$ cat src/rtl/btn_debounce_if.sv
// Button conditioner bundle: raw inputs in, debounced level and strobes out.
// The debouncer takes the master modport; consumers/stimulus take slave.
interface btn_debounce_if #(
   parameter int N = 4
);
   logic [N-1:0] BTN_IN;
   logic [N-1:0] LEVEL;
   logic [N-1:0] PRESS;
   logic [N-1:0] RELEASE;

   modport master (input BTN_IN, output LEVEL, PRESS, RELEASE);
   modport slave  (output BTN_IN, input LEVEL, PRESS, RELEASE);
endinterface

$ cat src/rtl/btn_debounce.sv
// Multi-channel push-button conditioner: 2-flop synchroniser plus per-channel
// counter FSM; optional auto-repeat of PRESS under `BTN_DEBOUNCE_AUTOREPEAT_EN`.
module btn_debounce #(
   parameter int N               = 4,
   parameter int DEBOUNCE_CYCLES = 100000,
   parameter int REPEAT_DELAY    = 50000000,
   parameter int REPEAT_PERIOD   = 10000000
) (
   input logic          CLK,
   input logic          RST,
   btn_debounce_if.master bus
);

   if (N < 1 || DEBOUNCE_CYCLES < 2 || REPEAT_DELAY < 1 || REPEAT_PERIOD < 1) begin : g_bad_param
      $error("btn_debounce: illegal parameter value");
   end

   localparam int CW = $clog2(DEBOUNCE_CYCLES);
   localparam logic [CW-1:0] CNT_LAST = CW'(DEBOUNCE_CYCLES - 1);

   typedef enum logic [1:0] {IDLE, CHK_HI, HIGH, CHK_LO} state_t;

   logic [N-1:0]  s1, s2;
   state_t        state_q [N];
   state_t        state_d [N];
   logic [CW-1:0] cnt_q [N];
   logic [CW-1:0] cnt_d [N];
   logic [N-1:0]  level_q, level_d;
   logic [N-1:0]  press_q, press_d;
   logic [N-1:0]  rel_q, rel_d;

`ifdef BTN_DEBOUNCE_AUTOREPEAT_EN
   localparam int RMAX = (REPEAT_DELAY > REPEAT_PERIOD) ? REPEAT_DELAY : REPEAT_PERIOD;
   localparam int RW   = $clog2(RMAX + 1);
   localparam logic [RW-1:0] RD_LAST = RW'(REPEAT_DELAY - 1);
   localparam logic [RW-1:0] RP_LAST = RW'(REPEAT_PERIOD - 1);

   logic [RW-1:0] rcnt_q [N];
   logic [RW-1:0] rcnt_d [N];
   logic [N-1:0]  rfirst_q, rfirst_d;
`endif

   always_ff @(posedge CLK or posedge RST) begin
      if (RST) begin
         s1      <= '0;
         s2      <= '0;
         level_q <= '0;
         press_q <= '0;
         rel_q   <= '0;
         for (int i = 0; i < N; i++) begin
            state_q[i] <= IDLE;
            cnt_q[i]   <= '0;
         end
`ifdef BTN_DEBOUNCE_AUTOREPEAT_EN
         rfirst_q <= '1;
         for (int i = 0; i < N; i++) rcnt_q[i] <= '0;
`endif
      end else begin
         s1      <= bus.BTN_IN;
         s2      <= s1;
         level_q <= level_d;
         press_q <= press_d;
         rel_q   <= rel_d;
         for (int i = 0; i < N; i++) begin
            state_q[i] <= state_d[i];
            cnt_q[i]   <= cnt_d[i];
         end
`ifdef BTN_DEBOUNCE_AUTOREPEAT_EN
         rfirst_q <= rfirst_d;
         for (int i = 0; i < N; i++) rcnt_q[i] <= rcnt_d[i];
`endif
      end
   end

   // Counter is cleared on every state change, so it never exceeds CNT_LAST.
   always_comb begin
      level_d = level_q;
      press_d = '0;
      rel_d   = '0;
      for (int i = 0; i < N; i++) begin
         state_d[i] = state_q[i];
         cnt_d[i]   = cnt_q[i];
         case (state_q[i])
            IDLE: begin
               if (s2[i]) begin
                  state_d[i] = CHK_HI;
                  cnt_d[i]   = '0;
               end
            end
            CHK_HI: begin
               if (!s2[i]) begin
                  state_d[i] = IDLE;
                  cnt_d[i]   = '0;
               end else if (cnt_q[i] == CNT_LAST) begin
                  state_d[i] = HIGH;
                  cnt_d[i]   = '0;
                  level_d[i] = 1'b1;
                  press_d[i] = 1'b1;
               end else begin
                  cnt_d[i] = cnt_q[i] + 1'b1;
               end
            end
            HIGH: begin
               if (!s2[i]) begin
                  state_d[i] = CHK_LO;
                  cnt_d[i]   = '0;
               end
            end
            CHK_LO: begin
               if (s2[i]) begin
                  state_d[i] = HIGH;
                  cnt_d[i]   = '0;
               end else if (cnt_q[i] == CNT_LAST) begin
                  state_d[i] = IDLE;
                  cnt_d[i]   = '0;
                  level_d[i] = 1'b0;
                  rel_d[i]   = 1'b1;
               end else begin
                  cnt_d[i] = cnt_q[i] + 1'b1;
               end
            end
            default: begin
               state_d[i] = IDLE;
               cnt_d[i]   = '0;
            end
         endcase

`ifdef BTN_DEBOUNCE_AUTOREPEAT_EN
         // Repeat timer only advances while staying in HIGH; any exit restarts the delay.
         rcnt_d[i]   = '0;
         rfirst_d[i] = 1'b1;
         if (state_q[i] == HIGH && s2[i]) begin
            rfirst_d[i] = rfirst_q[i];
            if (rcnt_q[i] == (rfirst_q[i] ? RD_LAST : RP_LAST)) begin
               press_d[i]  = 1'b1;
               rfirst_d[i] = 1'b0;
            end else begin
               rcnt_d[i] = rcnt_q[i] + 1'b1;
            end
         end
`endif
      end
   end

   assign bus.LEVEL   = level_q;
   assign bus.PRESS   = press_q;
   assign bus.RELEASE = rel_q;

endmodule

$ cat src/flat_wrapper.sv
// flat-port wrapper written by rule: the top's interface ports become plain ports
module btn_debounce_flat 
#(
   parameter int N               = 4,
   parameter int DEBOUNCE_CYCLES = 100000,
   parameter int REPEAT_DELAY    = 50000000,
   parameter int REPEAT_PERIOD   = 10000000
)
  (CLK, RST, bus_BTN_IN, bus_LEVEL, bus_PRESS, bus_RELEASE);
  btn_debounce_if #(.N(N)) bus_i ();
  input logic CLK;
  input logic RST;
  input wire logic [$bits(bus_i.BTN_IN)-1:0] bus_BTN_IN;
  output wire logic [$bits(bus_i.LEVEL)-1:0] bus_LEVEL;
  output wire logic [$bits(bus_i.PRESS)-1:0] bus_PRESS;
  output wire logic [$bits(bus_i.RELEASE)-1:0] bus_RELEASE;
  assign bus_i.BTN_IN = bus_BTN_IN;
  assign bus_LEVEL = bus_i.LEVEL;
  assign bus_PRESS = bus_i.PRESS;
  assign bus_RELEASE = bus_i.RELEASE;
  btn_debounce #(.N(N), .DEBOUNCE_CYCLES(DEBOUNCE_CYCLES), .REPEAT_DELAY(REPEAT_DELAY), .REPEAT_PERIOD(REPEAT_PERIOD)) u_core (.CLK(CLK), .RST(RST), .bus(bus_i));
endmodule
$ cat config.mk
export PLATFORM = sky130hd
export DESIGN_NAME = btn_debounce_flat
export DESIGN_NICKNAME = d
export VERILOG_FILES = /design/src/rtl/btn_debounce_if.sv /design/src/rtl/btn_debounce.sv /design/src/flat_wrapper.sv
export SDC_FILE = /design/constraint.sdc
export NUM_CORES = 1
export LEC_CHECK = 0
export BUFFER_PORTS_ARGS = -buffer_cell sky130_fd_sc_hd__buf_2
export CORE_MARGIN = 2
export CORE_UTILIZATION = 45
export DETAILED_ROUTE_END_ITERATION = 10
export HOLD_SLACK_MARGIN = 0.05
export PLACE_DENSITY_LB_ADDON = 0.05
export SETUP_SLACK_MARGIN = 0.3
export SKIP_LAST_GASP = 1
export SYNTH_ARGS = -nofsm -noshare
export SYNTH_HDL_FRONTEND = slang
export SYNTH_SLANG_ARGS = --single-unit
export TNS_END_PERCENT = 5
$ cat constraint.sdc
create_clock -name CLK -period 4 [get_ports CLK]
set_input_delay 0.8 -clock CLK [delete_from_list [all_inputs] [get_ports CLK]]
set_output_delay 0.8 -clock CLK [all_outputs]
set_load 0.02 [all_outputs]
======== Word level (Yosys, flattened, before mapping) ========
Index checks and enable logic that the tools add are counted.
word-level totals
  register bits ........................... 96
  bits of input ports ..................... 6
  output and inout bits ................... 12
  word-level logic and storage cells ...... 180
cells by class
  $add $sub $neg .......................... 4
  eq/ne operators ......................... 48
  multiplexer cells ....................... 92
  reductions and logical operators ........ 20
operators with widths
  cell                                                             count
  17-bit 2-to-1 mux                                                20
  17-bit one-hot mux with 4 select lines                           4
  17-bit by 1-bit adder with 17-bit output, second input constant  4
  17-bit == test, second input constant                            4
  2-bit 2-to-1 mux                                                 24
  1-bit 2-to-1 mux                                                 36
  2-bit by 1-bit != test with 1-bit output, second input constant  16
  2-bit one-hot mux with 4 select lines                            4
  5-bit AND reduction                                              4
  2-bit == test, second input constant                             8
  2-bit != test, second input constant                             8
  4-bit AND reduction                                              4
  3-bit by 1-bit != test with 1-bit output, second input constant  4
  3-bit != test, second input constant                             4
  2-bit by 1-bit == test with 1-bit output, second input constant  4
  2-bit zero test                                                  4
  1-bit one-hot mux with 2 select lines                            4
  2-bit AND reduction                                              4
  2-bit nonzero test                                               4

======== Logic depth before layout (Yosys ltp) ========
  depth after elaboration ................. 4
  mapped depth ............................ 9
  depth with buffers taken out ............ 6

======== Worst setup path before layout ========
Ideal clock, no wire load.
  kind .................................... reg-to-reg
  start point ............................. register u_core.cnt_q[51] in the netlist's numbering
  end point ............................... register u_core.cnt_q[65] in the netlist's numbering
  library setup time ...................... 82 ps
  data arrival time ....................... 1977 ps
  required time ........................... 3918 ps
  slack ................................... 1941 ps
  stages on the path, launching flop included .. 10
  buffers on the path ..................... 3
  period minus slack after synthesis ...... 2059 ps
  path through ............................ dfrtp_1 > ha_1 > and4_1 > clkbuf_1 > and4_1 > clkbuf_1 > or2_1 > clkbuf_1 > a31o_2 > a31oi_1
on the way
  longest elaborated chain between the ends .. 4
  elaborated cells on any way between the ends .. 6
  those cells by class .................... 1 x add/sub; 1 x eq/ne; 4 x mux
ends and longest elaborated chain
  item                                                                               RTL line                                 source
  from (decl)                                                                        btn_debounce.sv:26                       logic [CW-1:0] cnt_q [N];
  from (signal, indexed assignment)                                                  btn_debounce.sv:66                       cnt_q[i] <= cnt_d[i];
  17-bit by 1-bit adder with 17-bit output / 17-bit == test (equally long branches)  -
  17-bit 2-to-1 mux (*)                                                              btn_debounce.sv:94, btn_debounce.sv:113
  17-bit 2-to-1 mux (on tied branches)                                               btn_debounce.sv:110, btn_debounce.sv:91
  17-bit one-hot mux with 4 select lines (*)                                         btn_debounce.sv:83                       case (state_q[i])
Every way passes the cells marked *; elsewhere a longest branch is shown, timed or not.
A chain may end at the register's enable or synchronous reset.

======== Worst setup path after layout ========
  start point ............................. register u_core.cnt_q[0] in the netlist's numbering
  end point ............................... register u_core.cnt_q[8] in the netlist's numbering
Same word-level chain as after synthesis.

==> metrics.md <==
| Metric | Value |
|---|---|
| Wirelength per Cell | 14.9 µm |
| Arr. time, crit path | 2.74 ns |
| Clock Sinks | 96 |
| Most frequent cell after synthesis | dfrtp_1 |
| CP Launch Type | flip-flop |
| Avg Cell Area, Syn | 9.50 µm² |
| Final period util | 61.3% |
| CTS-repair resized insts | 0 |
| Most frequent cells after synthesis | dfrtp_1 (96), nand2_1 (65), a31oi_1 (45) |
| First-pass GRT wire length | 16.8 mm |
| Initial antenna violation count | 0 |
| Fin. Hold Viols | 0 |
| Vias post-DR | 3727 |
| Area growth, synth to finish | 8.30% |
| Synth top area share | 50.8% |
| Post-CTS Repair Setup Buffers | 0 |
| Die X | 107 µm |
| Die Ht | 107 µm |
| N_diodes | 0 |
| CTS tree | built |
| CP required | 4.29 ns |
| Clock buffer depth | 2 |
| Vias in the first global route | 3619 |
| Routability Congestion | 0.861 |
| DP Worst Slack | 1.60 ns |
| Critical path's top delay family | simple AND/OR/NAND/NOR gates |
| Top_reg_cell synth | dfrtp_1 |
| Final setup violation count | 0 |
| CTS clk-pin slew, worst paths | 0.09 ns |
| Max-cap violations | 0 |
| # DRC | 0 |
| Synth Net Count | 508 |
| Cells after Synth | 498 |
| Slew Viols, Final | 0 |
| Port Buffer Count | 17 |
| CTS root buffer | clkbuf_8 |
| Total gr overflow | 0 |
| Drt first pass iters | 4 |
| Pin count of the biggest net entering global routing | 51 |
| Least-Margin Pin Slew | 1.22 ns |
| Slowest Stage Delay on Critical Path | 0.80 ns |
| Unrepaired setup endpoints after global routing | false |
| Min Tclk post-route | 2.45 ns |
| Clock Skew | 0.00520 ns |
| EDFF count, synth | 0 |
| Post-synthesis sequential area ratio | 50.8% |
| Maximum vdd drop | 172 µV |
| Highest clock rate | 408 MHz |
| CORE AREA | 10300 µm² |
| Cts hold-fix bufs | 0 |
| Warnings from Yosys | 0 |
| Initial Util | 46.0% |
| Initial drt markers | 149 |
| Post-DP HPWL | 6.50 mm |
| Distinct cell type count after synthesis | 52 |
| H-Tree Depth | 3 |
| CP Max Fanout | 17 |
| Final hold slack | 0.358 ns |
| Status | finished clean |
| Most used cell, CP | and4_1 |
| Die Area | 11300 µm² |
| Post-Syn Area | 4730 µm² |
| Headroom to the max-slew limit | 18.6% |
| DRT antenna net count | 0 |
| Critical path class | flip-flop to flip-flop |
| Fin worst setup slack | 1.55 ns |
| Layout net count | 518 |
| Crit end category | flip-flop |
| Synth area leader | dfrtp_1 |
| CP Cell Sequence | ha_1 > and4_1 > and4_1 > nor2_1 > o21ai_0 > a31oi_1 |
| Total Neg Setup Slack | 0 ns |
| Inserted Clock Buffers | 9 |
| Vias per cell | 5.76 |
| Fraction of layout cells with a size suffix above 1 | 9.39% |
| Ys async rst share | 100% |
| Fillers | 986 |
| Slowest CP cell | nor2_1 |
| CP Buf/Inv Count | 0 |
| Seq cells post-synth | 96 |
| Leakage | 2.17 nW |
| Synth area leaders | dfrtp_1 (51%), a31oi_1 (6.0%), nand2_1 (5.2%) |
| Power Density | 371 nW/µm² |
| Latest clock arrival within the worst-skew pair | 0.36 ns |
| GRT Overall Usage | 18.5% |
| Io pins | 18 |
| Rows | 37 |
| Hold Path Class | flip-flop to flip-flop |
| Total Wirelength | 9.62 mm |
==> state kept, by name, summed over array words and instances, names as in the netlist, named ones only <==
register / flops
u_core.bus.LEVEL: 4
u_core.bus.PRESS: 4
u_core.bus.RELEASE: 4
u_core.cnt_q: 68
u_core.s1: 4
u_core.s2: 4
u_core.state_q: 4
==> per-stage QoR <==
step / instance area (µm²) / util, % / power, W / instances
floorplan: 4730 / - / 0.00119 / 498
global placement: 4910 / 47.8 / 0.00123 / 633
detailed placement: 4910 / 47.8 / 0.00123 / 633
CTS: 5120 / 49.9 / 0.00193 / 647
global route: 5120 / 49.9 / 0.00200 / 647
finish: 5120 / 49.9 / 0.00190 / 647
==> final cells by class <==
cell class | instances | area [µm²] | share of cell area (%)
Clock buffer | 11 | 141 | 2.76
Clock inverter | 3 | 67.6 | 1.32
Inverter | 8 | 32.5 | 0.635
Multi-Input combinational cell | 374 | 2210 | 43.1
Sequential cell | 96 | 2400 | 46.9
Tap cell | 136 | 170 | 3.32
Timing Repair Buffer | 19 | 100 | 1.95
==> where the power goes <==
group	switching (W)	internal [W]
logic	0.000119	0.0000512
clock network	0.000324	0.000363
registers	0.0000408	0.00100
total	0.000484	0.00142
==> worst paths after layout <==
kind	start	endpoint	slack (ns)	cells past startpoint
max	u_core.cnt_q[0]	u_core.cnt_q[8]	1.55	6
min reg2reg	u_core.s1[0]	u_core.s2[0]	0.36	0
max in group asynchronous	RST	u_core.cnt_q[53]	2.72	3
min in group asynchronous	RST	u_core.bus.RELEASE[0]	0.51	2
max reg2reg	u_core.cnt_q[0]	u_core.cnt_q[8]	1.55	6
min	u_core.s1[0]	u_core.s2[0]	0.36	0
==> layer usage <==
metal	up-vias	track usage (%)	share of wire, %
li1	1889	-	-
met1	1782	25.2	52
met2	41	28.3	44
met3	15	4.11	2.4
met4	0	8.53	1.8
met5	-	0	0
==> cells in the final DEF, fill, tap and decap left out, drive strengths merged, types with 3 or more instances in the layout <==
cell type  count
and4          10
and3           9
o21ai         39
dfrtp         96
a31oi         45
and2           8
nor2          25
inv            8
or2            7
nand2b         3
nor3          11
o211ai         3
or4            3
nand4         10
a41oi          9
buf           19
mux2           3
a21oi         26
xor2           8
nor4           6
nand2         66
or3           11
clkbuf        11
ha             4
nor3b          6
nand3         32
a22o           4
nor4b          4
a21o           6
==> kinds of logic (layout without fill, tap and decap cells) <==
family | Yosys count | in the layout | synth area share, %
AND/OR/NAND/NOR | 218 | 218 | 25.1
AO/OA/AOI/OAI | 139 | 139 | 18.0
XOR/XNOR | 10 | 10 | 1.85
buffers and inverters | 28 | 41 | 2.51
flip-flops | 96 | 96 | 50.8
adder cells (fa/ha/maj) | 4 | 4 | 1.06
multiplexers | 3 | 3 | 0.714
No activity file was read; power rests on OpenSTA's default activity.
